===== config.mk =====
export PLATFORM = sky130hd
export DESIGN_NAME = csa_accum_seq_flat
export DESIGN_NICKNAME = d
export VERILOG_FILES = /design/src/rtl/csa_accum_seq_if.sv /design/src/rtl/csa_accum_seq.sv /design/src/flat_wrapper.sv
export SDC_FILE = /design/constraint.sdc
export NUM_CORES = 1
export LEC_CHECK = 0
export ABC_CLOCK_PERIOD_IN_PS = 2000
export CORE_MARGIN = 2
export CORE_UTILIZATION = 25
export CTS_CLUSTER_SIZE = 12
export DETAILED_ROUTE_END_ITERATION = 10
export PLACE_DENSITY = 0.53
export SYNTH_ARGS = -nofsm -noshare
export SYNTH_HDL_FRONTEND = slang
export SYNTH_SLANG_ARGS = --single-unit
export TNS_END_PERCENT = 50

===== constraint.sdc =====
create_clock -name clk -period 2 [get_ports clk]
set_input_delay 0.4 -clock clk [delete_from_list [all_inputs] [get_ports clk]]
set_output_delay 0.4 -clock clk [all_outputs]
set_load 0.02 [all_outputs]

===== src/rtl/csa_accum_seq_if.sv =====
// Operand/result stream bundle for csa_accum_seq.
// The slave modport is the accumulator side; the master modport is the producer/consumer side.
interface csa_accum_seq_if #(
    parameter int W     = 4,
    parameter int CNT_W = 4,
    parameter int OW    = W + CNT_W
);
    logic             in_valid;
    logic             in_ready;
    logic [W-1:0]     in_data;
    logic             in_last;
    logic             out_valid;
    logic             out_ready;
    logic [OW-1:0]    out_sum;
    logic [CNT_W-1:0] out_count;

    modport master (
        output in_valid, in_data, in_last, out_ready,
        input  in_ready, out_valid, out_sum, out_count
    );

    modport slave (
        input  in_valid, in_data, in_last, out_ready,
        output in_ready, out_valid, out_sum, out_count
    );
endinterface


===== src/rtl/csa_accum_seq.sv =====
// Multi-operand accumulator: folds a burst of operands into carry-save registers, then resolves to binary.
// Optional macro CSA_ACC_ABORT_EN adds an abort input that drops an in-flight burst.
module csa_accum_seq #(
    parameter int W     = 4,
    parameter int CNT_W = 4,
    parameter int OW    = W + CNT_W
) (
    input  logic               clk,
    input  logic               rst,
    csa_accum_seq_if.slave     bus,
    output logic               busy
`ifdef CSA_ACC_ABORT_EN
    ,
    input  logic               abort
`endif
);
    typedef enum logic [1:0] {IDLE, ACCUM, RESOLVE, DONE} state_t;

    localparam logic [CNT_W-1:0] MAX_CNT = '1;

    state_t           state;
    logic [OW-1:0]    sum_r;
    logic [OW-1:0]    carry_r;
    logic [CNT_W-1:0] count;
    logic             ready_r;
    logic             valid_r;

    logic [OW-1:0]    op;
    logic [OW-1:0]    csa_sum;
    logic [OW-1:0]    csa_carry;
    logic             accept;
    logic             handshake;
    logic             abort_req;

    assign op        = OW'(bus.in_data);
    assign csa_sum   = sum_r ^ carry_r ^ op;
    assign csa_carry = ((sum_r & carry_r) | (op & (sum_r ^ carry_r))) << 1;
    assign accept    = bus.in_valid & bus.in_ready;
    assign handshake = valid_r & bus.out_ready;

`ifdef CSA_ACC_ABORT_EN
    assign abort_req = abort;
`else
    assign abort_req = 1'b0;
`endif

    // ready_r holds the state-derived value; masking with rst keeps the port low while reset is applied
    assign bus.in_ready  = ready_r & ~rst;
    assign bus.out_valid = valid_r;
    assign bus.out_sum   = sum_r;
    assign bus.out_count = count;

    always_ff @(posedge clk) begin
        if (rst) begin
            state   <= IDLE;
            sum_r   <= '0;
            carry_r <= '0;
            count   <= '0;
            ready_r <= 1'b1;
            valid_r <= 1'b0;
            busy    <= 1'b0;
        end else begin
            case (state)
                IDLE: begin
                    if (accept) begin
                        sum_r   <= op;
                        carry_r <= '0;
                        count   <= CNT_W'(1);
                        busy    <= 1'b1;
                        if (bus.in_last || MAX_CNT == CNT_W'(1)) begin
                            state   <= RESOLVE;
                            ready_r <= 1'b0;
                        end else begin
                            state   <= ACCUM;
                        end
                    end
                end
                ACCUM: begin
                    if (abort_req) begin
                        state   <= IDLE;
                        sum_r   <= '0;
                        carry_r <= '0;
                        count   <= '0;
                        busy    <= 1'b0;
                    end else if (accept) begin
                        sum_r   <= csa_sum;
                        carry_r <= csa_carry;
                        count   <= count + CNT_W'(1);
                        // A burst that fills the counter ends here even without in_last
                        if (bus.in_last || (count + CNT_W'(1)) == MAX_CNT) begin
                            state   <= RESOLVE;
                            ready_r <= 1'b0;
                        end
                    end
                end
                RESOLVE: begin
                    if (abort_req) begin
                        state   <= IDLE;
                        sum_r   <= '0;
                        carry_r <= '0;
                        count   <= '0;
                        ready_r <= 1'b1;
                        busy    <= 1'b0;
                    end else if (carry_r == '0) begin
                        state   <= DONE;
                        valid_r <= 1'b1;
                    end else begin
                        sum_r   <= sum_r ^ carry_r;
                        carry_r <= (sum_r & carry_r) << 1;
                    end
                end
                DONE: begin
                    if (handshake) begin
                        state   <= IDLE;
                        valid_r <= 1'b0;
                        ready_r <= 1'b1;
                        busy    <= 1'b0;
                    end
                end
                default: begin
                    state <= IDLE;
                end
            endcase
        end
    end
endmodule

===== src/flat_wrapper.sv =====
// flat-port wrapper written by rule: the top's interface ports become plain ports
module csa_accum_seq_flat 
#(
    parameter int W     = 4,
    parameter int CNT_W = 4,
    parameter int OW    = W + CNT_W
)
  (clk, rst, busy, bus_in_valid, bus_in_data, bus_in_last, bus_out_ready, bus_in_ready, bus_out_valid, bus_out_sum, bus_out_count);
  csa_accum_seq_if #(.W(W), .CNT_W(CNT_W), .OW(OW)) bus_i ();
  input  logic clk;
  input  logic rst;
  output logic busy;
  input wire logic [$bits(bus_i.in_valid)-1:0] bus_in_valid;
  input wire logic [$bits(bus_i.in_data)-1:0] bus_in_data;
  input wire logic [$bits(bus_i.in_last)-1:0] bus_in_last;
  input wire logic [$bits(bus_i.out_ready)-1:0] bus_out_ready;
  output wire logic [$bits(bus_i.in_ready)-1:0] bus_in_ready;
  output wire logic [$bits(bus_i.out_valid)-1:0] bus_out_valid;
  output wire logic [$bits(bus_i.out_sum)-1:0] bus_out_sum;
  output wire logic [$bits(bus_i.out_count)-1:0] bus_out_count;
  assign bus_i.in_valid = bus_in_valid;
  assign bus_i.in_data = bus_in_data;
  assign bus_i.in_last = bus_in_last;
  assign bus_i.out_ready = bus_out_ready;
  assign bus_in_ready = bus_i.in_ready;
  assign bus_out_valid = bus_i.out_valid;
  assign bus_out_sum = bus_i.out_sum;
  assign bus_out_count = bus_i.out_count;
  csa_accum_seq #(.W(W), .CNT_W(CNT_W), .OW(OW)) u_core (.clk(clk), .rst(rst), .bus(bus_i), .busy(busy));
endmodule

---- Yosys cells after proc, flatten, opt, wreduce, memory -nomap -nowiden ----
Index checks and enable logic that the tools add are counted.
cells by class
  eq/ne operators ......................... 11
  reduce and logical (&&, ||, !) cells .... 13
  mux-type cells .......................... 29
  add/subtract/negate cells ............... 1
  bitwise logic cells ..................... 11
operators by type and width
  operator                                                         count
  8-bit 2-to-1 mux                                                 6
  8-bit case mux with 3 select lines                               2
  2-bit 2-to-1 mux                                                 6
  2-bit by 1-bit != test with 1-bit output, second input constant  5
  3-bit AND reduction                                              3
  8-bit logical NOT                                                1
  1-bit 2-to-1 mux                                                 8
  4-bit 2-to-1 mux                                                 2
  2-bit case mux with 4 select lines                               1
  4-bit case mux with 2 select lines                               1
  8-bit by 4-bit bitwise XOR with 8-bit output                     1
  8-bit bitwise XOR                                                1
  4-bit by 7-bit AND with 7-bit output                             1
  7-bit AND                                                        1
  7-bit bitwise OR                                                 1
  6-bit AND reduction                                              1
  5-bit AND reduction                                              1
  4-bit by 1-bit adder with 4-bit output, second input constant    1
  2-bit == test, second input constant                             2
  4-bit == test, second input constant                             1
  2-bit != test, second input constant                             2
  1-bit case mux with 2 select lines                               2
  4-bit AND reduction                                              1
  2-bit nonzero test                                               2
  8 further kinds                                                  12
word-level totals
  word-level logic and storage cells ...... 72
  flip-flop bits (word level) ............. 25
  output and inout bits ................... 15

---- Depth between registers and ports, before layout ----
Gate-level depths: netlist (run 1).
  depth in word-level cells ............... 6
  gate-level depth with buffers ........... 7
  mapped depth without buffers ............ 6

---- Worst setup path after synthesis (run 1) ----
No wires, ideal clock.
  path type ............................... flip-flop to flip-flop
  start ................................... register u_core.count[0] (netlist: u_core.bus.out_count[0])
  end ..................................... register u_core.state[1]
  period minus slack after synthesis ...... 1938 ps
  data arrival time ....................... 1817 ps
  data required time ...................... 1879 ps
  library setup time ...................... 121 ps
  slack ................................... 62 ps
  path buffers ............................ 0
  stages on the path, launching flop included .. 6
  path through ............................ dfxtp_1 ha_1 inv_1 o311a_4 a2111oi_4 mux2_4
on the way
  longest elaborated chain between the ends .. 5
ends and longest elaborated chain
  what                                                       line                  RTL
  from (decl)                                                csa_accum_seq.sv:24   logic [CNT_W-1:0] count;
  from (signal assigned)                                     csa_accum_seq.sv:88   count <= count + CNT_W'(1);
  4-bit by 1-bit adder with 4-bit output                     csa_accum_seq.sv:90   if (bus.in_last || (count + CNT_W'(1)) == MAX_CNT) begin
  4-bit == test                                              csa_accum_seq.sv:90
  1-bit logical OR                                           csa_accum_seq.sv:90
  2-bit by 1-bit != test with 1-bit output (no source line)  n/a
  5-bit AND reduction (no source line)                       n/a
  to (signal assigned)                                       csa_accum_seq.sv:91   state <= RESOLVE;
  to (signal assigned)                                       csa_accum_seq.sv:98   state <= IDLE;
  to (signal assigned)                                       csa_accum_seq.sv:105  state <= DONE;
  to (decl)                                                  csa_accum_seq.sv:21   state_t state;
No other way between the ends.
A chain may end at the register's enable or synchronous reset.

---- Final worst setup path (run 1) ----
  start ................................... register u_core.state[1]
  end ..................................... register u_core.sum_r[0] (netlist: u_core.bus.out_sum[0])
on the way
  longest elaborated chain between the ends .. 3
  elaborated cells between the ends (all ways) .. 9
  those cells by class .................... 5 x eq/ne; 1 x mux; 3 x reduce/logical
ends and longest elaborated chain
  what                                                          line                  RTL
  from (signal assigned)                                        csa_accum_seq.sv:55   state <= IDLE;
  from (signal assigned)                                        csa_accum_seq.sv:71   state <= RESOLVE;
  from (signal assigned)                                        csa_accum_seq.sv:74   state <= ACCUM;
  2-bit == test, or another cell as far along                   csa_accum_seq.sv:63   case (state)
  2-bit != test (no source line), or another cell as far along  n/a
  4-bit AND reduction (no source line)                          n/a
  to (signal assigned)                                          csa_accum_seq.sv:66   sum_r <= op;
  to (signal assigned)                                          csa_accum_seq.sv:86   sum_r <= csa_sum;
  to (signal assigned)                                          csa_accum_seq.sv:108  sum_r <= sum_r ^ carry_r;
  to (decl)                                                     csa_accum_seq.sv:22   logic [OW-1:0] sum_r;
Parallel ways exist; a longest one is shown, timed or not.

==> results of run 1 <==
-- synthesized netlist by cell type (all sizes together) (4+ instances only) --
library cell	count
nand4	10
dfxtp	24
inv	6
clkbuf	8
o21ai	14
nand2	10
ha	15
a21oi	21
nor2	7
a211oi	4
nor2b	4
-- flip-flops by register name, summed over array words and instances (netlist names) --
| name | count |
|---|---|
| u_core.bus.out_sum | 8 |
| u_core.carry_r | 7 |
| u_core.bus.out_count | 4 |
| u_core.state | 2 |
| u_core.bus.out_valid | 1 |
| u_core.busy | 1 |
| u_core.ready_r | 1 |
-- layer usage --
layer	wire length, um	share of wire
met4	43	0.011
met1	2020	0.53
met5	0	0
met2	1600	0.42
met3	158	0.041
-- power by group --
part           total [W]  internal, W  switching (W)
logic            0.00107     0.000481       0.000588
clock network   0.000444     0.000268       0.000176
registers       0.000622     0.000548      0.0000732
total            0.00213      0.00130       0.000837
-- through the flow --
stage	hold WS (ns)	util	worst slack (ns)	total power (W)	area [um2]
2_1_floorplan	0.453	-	0.0621	0.00127	1540
3_3_place_gp	0.482	0.328	0.0290	0.00169	1940
3_5_place_dp	0.483	0.328	-0.00745	0.00170	1940
4_1_cts	0.498	0.340	0.0222	0.00214	2010
5_1_grt	0.532	0.341	0.00332	0.00227	2020
6_report	0.496	0.341	0.115	0.00213	2020
-- worst max-delay path, stage by stage (launching register included) --
cell,delay (ns)
dfxtp_1,0.42
inv_1,0.11
ha_1,0.23
or2_4,0.26
a21o_1,0.27
or3_1,0.37
a21oi_1,0.16
-- worst max-delay path by stage --
stage / startpoint / end / slack, ns / cells past startpoint
2_1_floorplan: u_core.bus.out_count[0] / u_core.state[1] / 0.06 / 5
3_3_place_gp: rst / u_core.state[1] / 0.03 / 5
3_5_place_dp: rst / u_core.state[1] / -0.007 / 5
4_1_cts: rst / bus_in_ready / 0.02 / 3
5_1_grt: u_core.state[1] / u_core.bus.out_sum[1] / 0.003 / 7
6_report: u_core.state[1] / u_core.bus.out_sum[0] / 0.11 / 6
-- kinds of logic after synthesis --
group / Yosys count / synth area share
AO/OA/AOI/OAI: 62 / 0.282
adder cells (fa/ha/maj): 18 / 0.161
buffers and inverters: 16 / 0.0406
flip-flops: 24 / 0.312
multiplexers: 3 / 0.0227
AND/OR/NAND/NOR: 50 / 0.182
-- layout make-up --
class,instances,area [um2],share of cell area
inverters,6,22.5,0.0112
repair buffers,37,350,0.174
well taps,75,93.8,0.0465
clock inverters,1,30.0,0.0149
multi-input cells,133,997,0.494
clock buffers,3,41.3,0.0205
flip-flops and latches,24,482,0.239
==> out/metrics.cfg, run 1 <==
[cells_and_area]
syn2layout_area_growth_pct = 31.0
layout-drive-gt1-share = 0.132
layout.cells.non_filler = 279
mostFrequentLayoutCell = dfxtp_1
antenna_cells = 0
fin_nets = 232
final_cell_mix = dfxtp_1 (23), clkdlybuf4s50_1 (22), a21oi_1 (20)
nFillCells = 609

[sta]
rsz0062_at_grt = false
slew_headroom = 0.607
finalHoldViolations = 0
setup_viol = 0
period_minus_slack_ns = 1.89
worst_pin_slew_ns = 0.584
fmax_ghz = 0.531
setup_tns_ns = 0
drv_slew = 0
finClkSkew_ns = 0.00572
min_period_over_period = 0.943

[min_path]
min_from = u_core.carry_r[7]
hold_path.class = reg -> reg
whs_path_depth = 2
min_to = u_core.carry_r[7]

[critical_path]
worstPathArrival_ns = 2.09
cp-start-kind = register
reg2reg_depth = 6
r2r-end = u_core.bus.out_sum[0]
worstPathRequired_ns = 2.21
rrSetupSlack_ns = 0.11
crit_type = reg -> reg
cp-end-kind = register
rr_startpoint = u_core.state[1]
crit_fanout = 7

[floorplan]
die_h_um = 82.5
chipWidth_um = 82.5
num_rows = 28
dieArea_um2 = 6800
start_util = 0.260
core_area_um2 = 5920
ios = 24

[logic_synthesis]
ys_ff_latch = 24
synth_area_um2 = 1540
synth_top_flop_cell = dfxtp_1
synth-warning-count = 0
async_flop_share = 0
synth_top_area_frac = 0.312
synth_top_cell_by_area = dfxtp_1
ys_types = 46
yosys-top-cells-area = dfxtp_1 (31%), ha_1 (12%), a21oi_1 (6.5%)
synthCells = 173
synthesis.nets = 200
synth.avg_cell_area_um2 = 8.90
synth_edf_count = 0
yosysSeqAreaShare = 0.312

[place]
hpwl_um = 2700
port_buffers = 23
place.gp.congestion = 0.748
place_inst = 275

[power]
ir_drop_mv = 0.381
power_density_nw_per_um2 = 1060
power_leakage_nw = 0.804

[global_routing]
grt_usage = 0.118
grt_overflow = 0
antenna_found_initial = 0
grt_pass1_wl_um = 6330
use_met2 = 0.171
met1_usage = 0.177
grtUsageMet3 = 0.0174
grt_pass1_vias = 1303
top_usage_layer = met1
grt_max_degree = 29

[cts]
root_buffer = clkbuf_8
h-tree-depth = 1
postCtsSetupBuffers = 0
clock_path_buffers = 2
clkTransAtPathRegs_ns = 0.10
cts_buffers = 3
cts_resized = 0
insertion_delay_ns = 0.27
hold_buffers = 0
cts_tree = yes
cts_sinks = 24

[route]
viasPerCell = 5.09
dr_total_vias = 1419
drt-initial-drc-count = 98
wirelength_um = 3830
ant_nets = 0
wl_per_cell_um = 13.7
drt_first_pass_iters = 4
drc = 0

[flow_run]
drv_cap = 0

[status]
status = complete, no violations

No activity file was read; power rests on OpenSTA's default activity.
==> inputs of run 2 (changes only) <==
--- a/config.mk
+++ b/config.mk
@@ -6,6 +6,7 @@
 export NUM_CORES = 1
 export LEC_CHECK = 0
 export ABC_CLOCK_PERIOD_IN_PS = 2000
+export CORE_ASPECT_RATIO = 0.75
 export CORE_MARGIN = 2
 export CORE_UTILIZATION = 25
 export CTS_CLUSTER_SIZE = 12
==> out/metrics.cfg, run 2 (synthesis gave the netlist of run 1 again) <==
[floorplan]
core_area_um2 = 5890
die_h_um = 72.0
ios = 24
num_rows = 24
chipWidth_um = 94.6
dieArea_um2 = 6810
start_util = 0.262

[route]
drc = 0
drt-initial-drc-count = 49
drt_first_pass_iters = 4
dr_total_vias = 1369
wl_per_cell_um = 13.3
ant_nets = 0
wirelength_um = 3740
viasPerCell = 4.87

[power]
power_density_nw_per_um2 = 1060
power_leakage_nw = 0.791
ir_drop_mv = 0.724

[cts]
clock_path_buffers = 2
insertion_delay_ns = 0.28
cts_sinks = 24
cts_tree = yes
cts_buffers = 3
clkTransAtPathRegs_ns = 0.10
postCtsSetupBuffers = 0
h-tree-depth = 1
root_buffer = clkbuf_8

[global_routing]
grt_max_degree = 19
grt_pass1_wl_um = 6550
grt_overflow = 0
grt_usage = 0.121
antenna_found_initial = 0
grt_pass1_vias = 1284

[cells_and_area]
post-route-util = 0.341
final_cell_mix = dfxtp_1 (23), clkdlybuf4s50_1 (22), a21oi_1 (20)
syn2layout_area_growth_pct = 30.5
multi_input_area_um2 = 997
layout-drive-gt1-share = 0.128
fin_nets = 231
mostFrequentLayoutCell = dfxtp_1
regArea_um2 = 482
antenna_cells = 0
nFillCells = 632
largest_reg_flops = 8

[critical_path]
cp-start-kind = register
worstPathRequired_ns = 2.18
crit_start = u_core.bus.out_count[1]
cp-end-kind = register
crit_type = reg -> reg
rr_startpoint = u_core.bus.out_count[1]
crit_fanout = 7
worstPathArrival_ns = 2.10

[flow_run]
drv_cap = 0

[sta]
finalHoldViolations = 0
fmax_ghz = 0.521
period_minus_slack_ns = 1.92
finClkSkew_ns = 0.00886
hold_slack_ns = 0.493
setup_viol = 0
worst_pin_slew_ns = 0.605
slew_headroom = 0.593
drv_slew = 0
setup_tns_ns = 0
rsz0062_at_grt = false
min_period_over_period = 0.960

[place]
place.gp.congestion = 0.803
hpwl_um = 2760
port_buffers = 23

[min_path]
hold_path.class = reg -> reg
min_from = u_core.carry_r[7]

[status]
status = complete, no violations

run 2: worst paths after layout:
check	end	slack (ns)	depth (start not counted)
setup / recovery	u_core.state[1]	0.08	5
hold reg to reg	u_core.carry_r[7]	0.49	2
hold / removal	u_core.carry_r[7]	0.49	2
setup reg to reg	u_core.state[1]	0.08	5
run 2: final cells by class:
| type | count | area share |
|---|---|---|
| tap | 78 | 0.0486 |
| inverter | 6 | 0.0112 |
| multi-input combinational | 133 | 0.496 |
| clock buffer | 3 | 0.0205 |
| sequential | 24 | 0.240 |
| clock inverter | 1 | 0.0149 |
| timing repair buffer | 36 | 0.169 |
run 2: through the flow:
step / instance area [um2] / total power (W) / std cells / setup slack, ns
CTS: 2010 / 0.00215 / 281 / 0.0831
global placement: 1940 / 0.00170 / 277 / 0.0179
floorplan: 1540 / 0.00127 / 173 / 0.0621
detailed placement: 1940 / 0.00170 / 277 / -0.0155
finish: 2010 / 0.00212 / 281 / 0.0799
global route: 2010 / 0.00229 / 281 / 0.00193
run 2: layer usage:
layer,wire (um),vias up,track usage,part of all wire
li1,-,708,-,-
met3,162,4,0.0280,0.043
met2,1400,23,0.164,0.37
met5,0,-,0,0
met1,2140,634,0.190,0.57
met4,32,0,0.0290,0.0086
run 2: worst max-delay path: stages (launching register included):
cell	delay, ns
dfxtp_1	0.48
ha_1	0.25
nand2_1	0.08
o311a_4	0.33
a2111oi_4	0.34
mux2_4	0.33
run 2: where the power goes:
group	switching, W	internal [W]	total, W	leakage (nW)
sequential	0.0000774	0.000548	0.000625	0.195
clock	0.000170	0.000268	0.000438	0.0357
combinational	0.000574	0.000484	0.00106	0.559
run 2: repair_timing:
item / in CTS / in global routing
endpoints found under the setup margin: 1 / 1
hold endpoints to repair: 0 / 0
resized for setup: 1 / 1
pin swaps: 0 / 0
hold buffers: 0 / 0
